$ cat config.mk
export PLATFORM = sky130hd
export DESIGN_NAME = lif_spike_layer
export DESIGN_NICKNAME = d
export VERILOG_FILES = /design/src/rtl/lif_spike_layer.sv
export SDC_FILE = /design/constraint.sdc
export NUM_CORES = 1
export LEC_CHECK = 0
export CAP_MARGIN = 5
export CORE_MARGIN = 5
export CORE_UTILIZATION = 45
export CTS_CLUSTER_DIAMETER = 200
export CTS_CLUSTER_SIZE = 20
export DETAILED_ROUTE_END_ITERATION = 8
export PLACE_DENSITY_LB_ADDON = 0.25
export SYNTH_ARGS = -nofsm -noshare
export SYNTH_HDL_FRONTEND = slang
export SYNTH_SLANG_ARGS = --single-unit
$ cat constraint.sdc
create_clock -name clk -period 5.5 [get_ports clk]
set_input_delay 0.55 -clock clk [delete_from_list [all_inputs] [get_ports clk]]
set_output_delay 0.55 -clock clk [all_outputs]
set_load 0.05 [all_outputs]
$ cat src/rtl/lif_spike_layer.sv
// Leaky integrate-and-fire layer: collects one frame of MVM results off a toggle strobe,
// updates each neuron through a shared saturating adder and emits a spike vector per frame.
module lif_spike_layer #(
    parameter int N_NEUR     = 3,
    parameter int VAL_W      = 8,
    parameter int V_W        = 10,
    parameter int THRESH     = 200,
    parameter int LEAK_SHIFT = 3,
    parameter int REFRAC     = 2
) (
    input  logic              clk,
    input  logic              rst_n,
    input  logic              clear,
    input  logic [VAL_W-1:0]  res_val,
    input  logic              res_toggle,
    output logic [N_NEUR-1:0] spike_out,
    output logic              spike_valid,
    output logic              busy,
    output logic              overrun,
    output logic [7:0]        frame_cnt
);
    localparam int IDX_W = 2;
    localparam int REF_W = 2;
    localparam logic [IDX_W-1:0] LAST_IDX = IDX_W'(N_NEUR - 1);
    localparam logic [V_W-1:0]   THRESH_V = V_W'(THRESH);
    localparam logic [V_W-1:0]   V_MAX    = {V_W{1'b1}};
    localparam logic [REF_W-1:0] REFRAC_V = REF_W'(REFRAC);

    typedef enum logic [1:0] {
        ST_COLLECT = 2'd0,
        ST_UPDATE  = 2'd1,
        ST_EMIT    = 2'd2
    } state_t;

    state_t              state_r;
    logic                tog_q_r;
    logic [IDX_W-1:0]    idx_r;
    logic [IDX_W-1:0]    nidx_r;
    logic [VAL_W-1:0]    buf_r    [N_NEUR];
    logic [V_W-1:0]      v_r      [N_NEUR];
    logic [REF_W-1:0]    refrac_r [N_NEUR];
    logic [N_NEUR-1:0]   spike_r;
    logic [N_NEUR-1:0]   spike_out_r;
    logic                spike_valid_r;
    logic                busy_r;
    logic                overrun_r;
    logic [7:0]          frame_cnt_r;

    logic                evt_s;
    logic [V_W-1:0]      v_cur_s;
    logic [V_W:0]        sum_s;
    logic [V_W-1:0]      sat_s;
    logic                fire_s;

    assign evt_s = res_toggle ^ tog_q_r;

    // Shared leak-and-integrate adder for the neuron selected by nidx_r.
    always_comb begin
        v_cur_s = v_r[nidx_r];
        sum_s   = {1'b0, v_cur_s} - {1'b0, (v_cur_s >> LEAK_SHIFT)}
                + {{(V_W + 1 - VAL_W){1'b0}}, buf_r[nidx_r]};
        if (sum_s[V_W]) begin
            sat_s = V_MAX;
        end else begin
            sat_s = sum_s[V_W-1:0];
        end
        fire_s = (sat_s >= THRESH_V);
    end

    // Frame collection, per-neuron update sequencing and registered outputs.
    always_ff @(posedge clk or negedge rst_n) begin
        if (!rst_n) begin
            state_r       <= ST_COLLECT;
            tog_q_r       <= 1'b0;
            idx_r         <= IDX_W'(0);
            nidx_r        <= IDX_W'(0);
            spike_r       <= {N_NEUR{1'b0}};
            spike_out_r   <= {N_NEUR{1'b0}};
            spike_valid_r <= 1'b0;
            busy_r        <= 1'b0;
            overrun_r     <= 1'b0;
            frame_cnt_r   <= 8'd0;
            for (int i = 0; i < N_NEUR; i++) begin
                buf_r[i]    <= {VAL_W{1'b0}};
                v_r[i]      <= {V_W{1'b0}};
                refrac_r[i] <= {REF_W{1'b0}};
            end
        end else if (clear) begin
            // Resampling the strobe here swallows any edge coincident with clear.
            state_r       <= ST_COLLECT;
            tog_q_r       <= res_toggle;
            idx_r         <= IDX_W'(0);
            nidx_r        <= IDX_W'(0);
            spike_valid_r <= 1'b0;
            busy_r        <= 1'b0;
            overrun_r     <= 1'b0;
            for (int i = 0; i < N_NEUR; i++) begin
                buf_r[i]    <= {VAL_W{1'b0}};
                v_r[i]      <= {V_W{1'b0}};
                refrac_r[i] <= {REF_W{1'b0}};
            end
        end else begin
            tog_q_r       <= res_toggle;
            spike_valid_r <= 1'b0;
            case (state_r)
                ST_COLLECT: begin
                    if (evt_s) begin
                        buf_r[idx_r] <= res_val;
                        if (idx_r == LAST_IDX) begin
                            idx_r   <= IDX_W'(0);
                            nidx_r  <= IDX_W'(0);
                            state_r <= ST_UPDATE;
                            busy_r  <= 1'b1;
                        end else begin
                            idx_r <= idx_r + IDX_W'(1);
                        end
                    end
                end
                ST_UPDATE: begin
                    if (evt_s) begin
                        overrun_r <= 1'b1;
                    end
                    if (refrac_r[nidx_r] != {REF_W{1'b0}}) begin
                        v_r[nidx_r]      <= {V_W{1'b0}};
                        refrac_r[nidx_r] <= refrac_r[nidx_r] - REF_W'(1);
                        spike_r[nidx_r]  <= 1'b0;
                    end else if (fire_s) begin
                        v_r[nidx_r]      <= {V_W{1'b0}};
                        refrac_r[nidx_r] <= REFRAC_V;
                        spike_r[nidx_r]  <= 1'b1;
                    end else begin
                        v_r[nidx_r]      <= sat_s;
                        spike_r[nidx_r]  <= 1'b0;
                    end
                    if (nidx_r == LAST_IDX) begin
                        nidx_r  <= IDX_W'(0);
                        state_r <= ST_EMIT;
                    end else begin
                        nidx_r <= nidx_r + IDX_W'(1);
                    end
                end
                ST_EMIT: begin
                    if (evt_s) begin
                        overrun_r <= 1'b1;
                    end
                    spike_out_r   <= spike_r;
                    spike_valid_r <= 1'b1;
                    frame_cnt_r   <= frame_cnt_r + 8'd1;
                    busy_r        <= 1'b0;
                    state_r       <= ST_COLLECT;
                end
                default: begin
                    state_r <= ST_COLLECT;
                    busy_r  <= 1'b0;
                end
            endcase
        end
    end

    assign spike_out   = spike_out_r;
    assign spike_valid = spike_valid_r;
    assign busy        = busy_r;
    assign overrun     = overrun_r;
    assign frame_cnt   = frame_cnt_r;
endmodule
==> results of run 1 <==
## area by class of cell
class | count | area share
Multi-Input combinational cell | 309 | 0.441
Sequential cell | 84 | 0.407
Timing Repair Buffer | 31 | 0.0567
Tap cell | 133 | 0.0322
Clock buffer | 9 | 0.0240
Inverter | 33 | 0.0240
Clock inverter | 7 | 0.0148
## cell families after synthesis
group	after synthesis
multiplexers	25
adder cells (fa/ha/maj)	25
buffers and inverters	51
AND/OR/NAND/NOR	122
AO/OA/AOI/OAI	118
flip-flops	84
XOR/XNOR	19
## cells in the mapped netlist (6+ instances only)
master and instances:
a21oi_1 38, mux2i_1 21, ha_1 18, a21o_1 6, nor2_1 39, nand3_1 8, nand2b_1 6, a22o_1 41
dfrtp_1 84, and2_1 6, inv_1 32, nand2_1 30, o21ai_2 7, fa_1 7, clkbuf_1 10, o21ai_0 10
xnor2_1 13
## registers in the layout, indices dropped and copies added (netlist names), named ones only
name / cells
v_r: 30
buf_r: 24
frame_cnt: 8
refrac_r: 6
spike_out: 3
idx_r: 2
nidx_r: 2
state_r: 2
busy: 1
overrun: 1
spike_valid: 1
tog_q_r: 1
## critical path, stage by stage (launching register included)
cell	delay (ps)
dfrtp_1	910
nor2b_1	130
buf_4	240
a21oi_1	290
inv_1	110
fa_1	530
inv_1	70
fa_1	470
a21o_1	200
a221oi_2	340
o21bai_2	190
xnor2_4	310
nand4bb_4	190
nor3_2	510
a22o_1	220
## power groups by stage
stage / Clock [W] / Sequential, W / Combinational [W]
5_1_grt: 0.000494 / 0.000684 / 0.000986
3_5_place_dp: 0 / 0.000691 / 0.000883
3_3_place_gp: 0 / 0.000690 / 0.000875
6_report: 0.000458 / 0.000680 / 0.000883
2_1_floorplan: 0 / 0.000688 / 0.000678
4_1_cts: 0.000469 / 0.000680 / 0.000885
## path summary, 6_finish.rpt
check,to
max in group asynchronous,v_r[29]
max,v_r[24]
max reg2reg,v_r[24]
min in group clk,frame_cnt[7]
min reg2reg,frame_cnt[7]
min,overrun
## metrics by stage
step                      cell area [µm²]  hold slack, ps  instances  worst slack [ps]
after floorplan                      4580             254        444              1240
after global placement               4960             459        590               853
after detailed placement             4960             462        590               733
after CTS                            5160             395        606               696
after global routing                 5160             434        606               335
final                                5160             352        606               724
## routing by layer
metal,part of all wire,up-vias
met1,0.48,1651
met4,0.016,0
met3,0.043,14
met5,0,-
li1,-,1620
met2,0.46,63
## layout by cell type (no fill, tap or decap), drive strengths merged, types with 5 or more instances in the layout
| cell type | n |
|---|---|
| a21o | 6 |
| a21oi | 38 |
| nand4 | 5 |
| ha | 18 |
| xnor2 | 14 |
| nor2b | 5 |
| clkdlybuf4s50 | 24 |
| inv | 37 |
| and2 | 7 |
| xor2 | 5 |
| o21ai | 17 |
| o21a | 5 |
| nor2 | 40 |
| nor3 | 6 |
| clkbuf | 9 |
| nand3 | 8 |
| a22o | 41 |
| mux2i | 21 |
| buf | 7 |
| nand2b | 6 |
| nand2 | 30 |
| dfrtp | 84 |
| fa | 7 |
==> metrics.md, run 1 <==
| Metric | Value |
|---|---|
| Max Clock Skew | `17.2 ps` |
| Initial Utilization | `0.464` |
| Setup TNS | `0 ps` |
| Setup crit start kind | `register` |
| Vias in the first global route | `3486` |
| Synthesized Nets | `481` |
| CP Max Fanout | `17` |
| Number of port buffers | `25` |
| Peak VDD IR | `198 µV` |
| P&R area growth vs syn | `12.8%` |
| Net Sw Power | `0.000855 W` |
| IO Pins | `26` |
| Worst-path clk slew | `100 ps` |
| Switching Share | `0.423` |
| Share of post-route cells with drive strength above 1 | `0.0930` |
| Post-Synth Simple-Gate Area | `0.137` |
| Reg2Reg Depth | `14` |
| Final hold violations | `0` |
| Layout fillers | `899` |
| DR WL/cell | `16.5 µm` |
| Register area | `2100 µm²` |
| Post-CTS resize count | `0` |
| Multi-input gate area | `2280 µm²` |
| Pwr dens | `391 nW/µm²` |
| GRT busiest layer | `met2` |
| Kind of critical path | `register to register` |
| Avg Inst Size Synth | `10.3 µm²` |
| Initial antenna violation count | `0` |
| GR Overflow Total | `0` |
| Leakage power | `2.41 nW` |
| Area leader, netlist | `dfrtp_1` |
| First-pass GRT wire length | `17100 µm` |
| Least-Margin Pin Slew | `1030 ps` |
| Largest net degree at the start of global routing | `85` |
| Status | `complete, no violations` |
| Postcts setup bufs | `0` |
| 1st-iter DRT viols | `178` |
| Clock Tree Buf Depth | `2` |
| Mux cell area share after synthesis | `0.0558` |
| Core Box Area | `9860 µm²` |
| Yosys Warn Count | `0` |
| Final setup vio count | `0` |
| Post-DR vias/cell | `5.52` |
| Synth Instances | `444` |
| Final Core Density | `0.523` |
| Hold Crit Class | `primary input to asynchronous set/reset pin` |
| # hold bufs at CTS | `0` |
| Routed WL | `10000 µm` |
| Die height | `111 µm` |
| Fmax | `209 MHz` |
| Yosys top cell area share | `0.459` |
| Worst EP required | `5810 ps` |
| Met3 usage | `0.0360` |
| CTS tree | `done` |
| DP HPWL | `7120 µm` |
| Pre-Repair DR Iteration Count | `4` |
| # rows | `36` |
| Routing usage on met2 | `0.274` |
| Seq/Total Area, Yosys | `0.459` |
| Via Count | `3348` |
| Max Cap Viol | `0` |
| DIE AREA | `12300 µm²` |
| Sequential power share | `0.336` |
| CTS root buf | `clkbuf_8` |
| Gr usage total | `0.168` |
| Final net count | `505` |
| Post-synth EDFFs | `0` |
| Final ANT Viol Nets | `0` |
| Critical path arrival | `5090 ps` |
| Primary FF master, synth | `dfrtp_1` |
| Crit path time final | `4780 ps` |
| Asr flop ratio synth | `1.00` |
| Syn Std Cell Area | `4580 µm²` |
| Internal | `0.00117 W` |
| Worst-Skew Late Latency | `370 ps` |
| Post-Synth Adder-Cell Area | `0.0798` |
| CTS Buf Count | `9` |
| CP endpoint kind | `register` |
| H-tree level count | `3` |
| Rel. slew slack | `0.310` |
| Worst flop-to-flop path startpoint | `nidx_r[1]` |
| Combinational share of power | `0.437` |
| Post-synthesis compound-gate area fraction | `0.184` |
| Remaining DRCs | `0` |
| Synth area leaders | `dfrtp_1, a22o_1, ha_1, mux2i_1, a21oi_1` |
| RSZ-0062 raised after global routing | `false` |
| Met1 usage | `0.227` |
| Pwr Total | `0.00202 W` |
| Die X-Extent | `111 µm` |
| Reg2reg setup slack | `720 ps` |
| Fin crit share | `0.868` |
| Clock network power share | `0.227` |
| Synth unique cells | `49` |
| Yosys reg bits | `84` |
| Largest family of logic cells by synthesized area | `compound AO/OA/AOI/OAI gates` |
| Setup crit start | `nidx_r[1]` |
| Pins Over Slew Limit | `0` |
| ANT cells | `0` |
| TritonCTS Sinks | `84` |
| GP Congestion | `0.908` |
| Post-Synth XOR/XNOR Area | `0.0405` |
Note: power is estimated with default switching activity, not from simulation.
==> run 2, diff against run 1 <==
--- a/config.mk
+++ b/config.mk
@@ -12,6 +12,7 @@
 export CTS_CLUSTER_SIZE = 20
 export DETAILED_ROUTE_END_ITERATION = 8
 export PLACE_DENSITY_LB_ADDON = 0.25
+export SETUP_SLACK_MARGIN = 0.05
 export SYNTH_ARGS = -nofsm -noshare
 export SYNTH_HDL_FRONTEND = slang
 export SYNTH_SLANG_ARGS = --single-unit
==> results of run 2 <==
No change in the layout: final DEF, timing and power equal those of run 1.
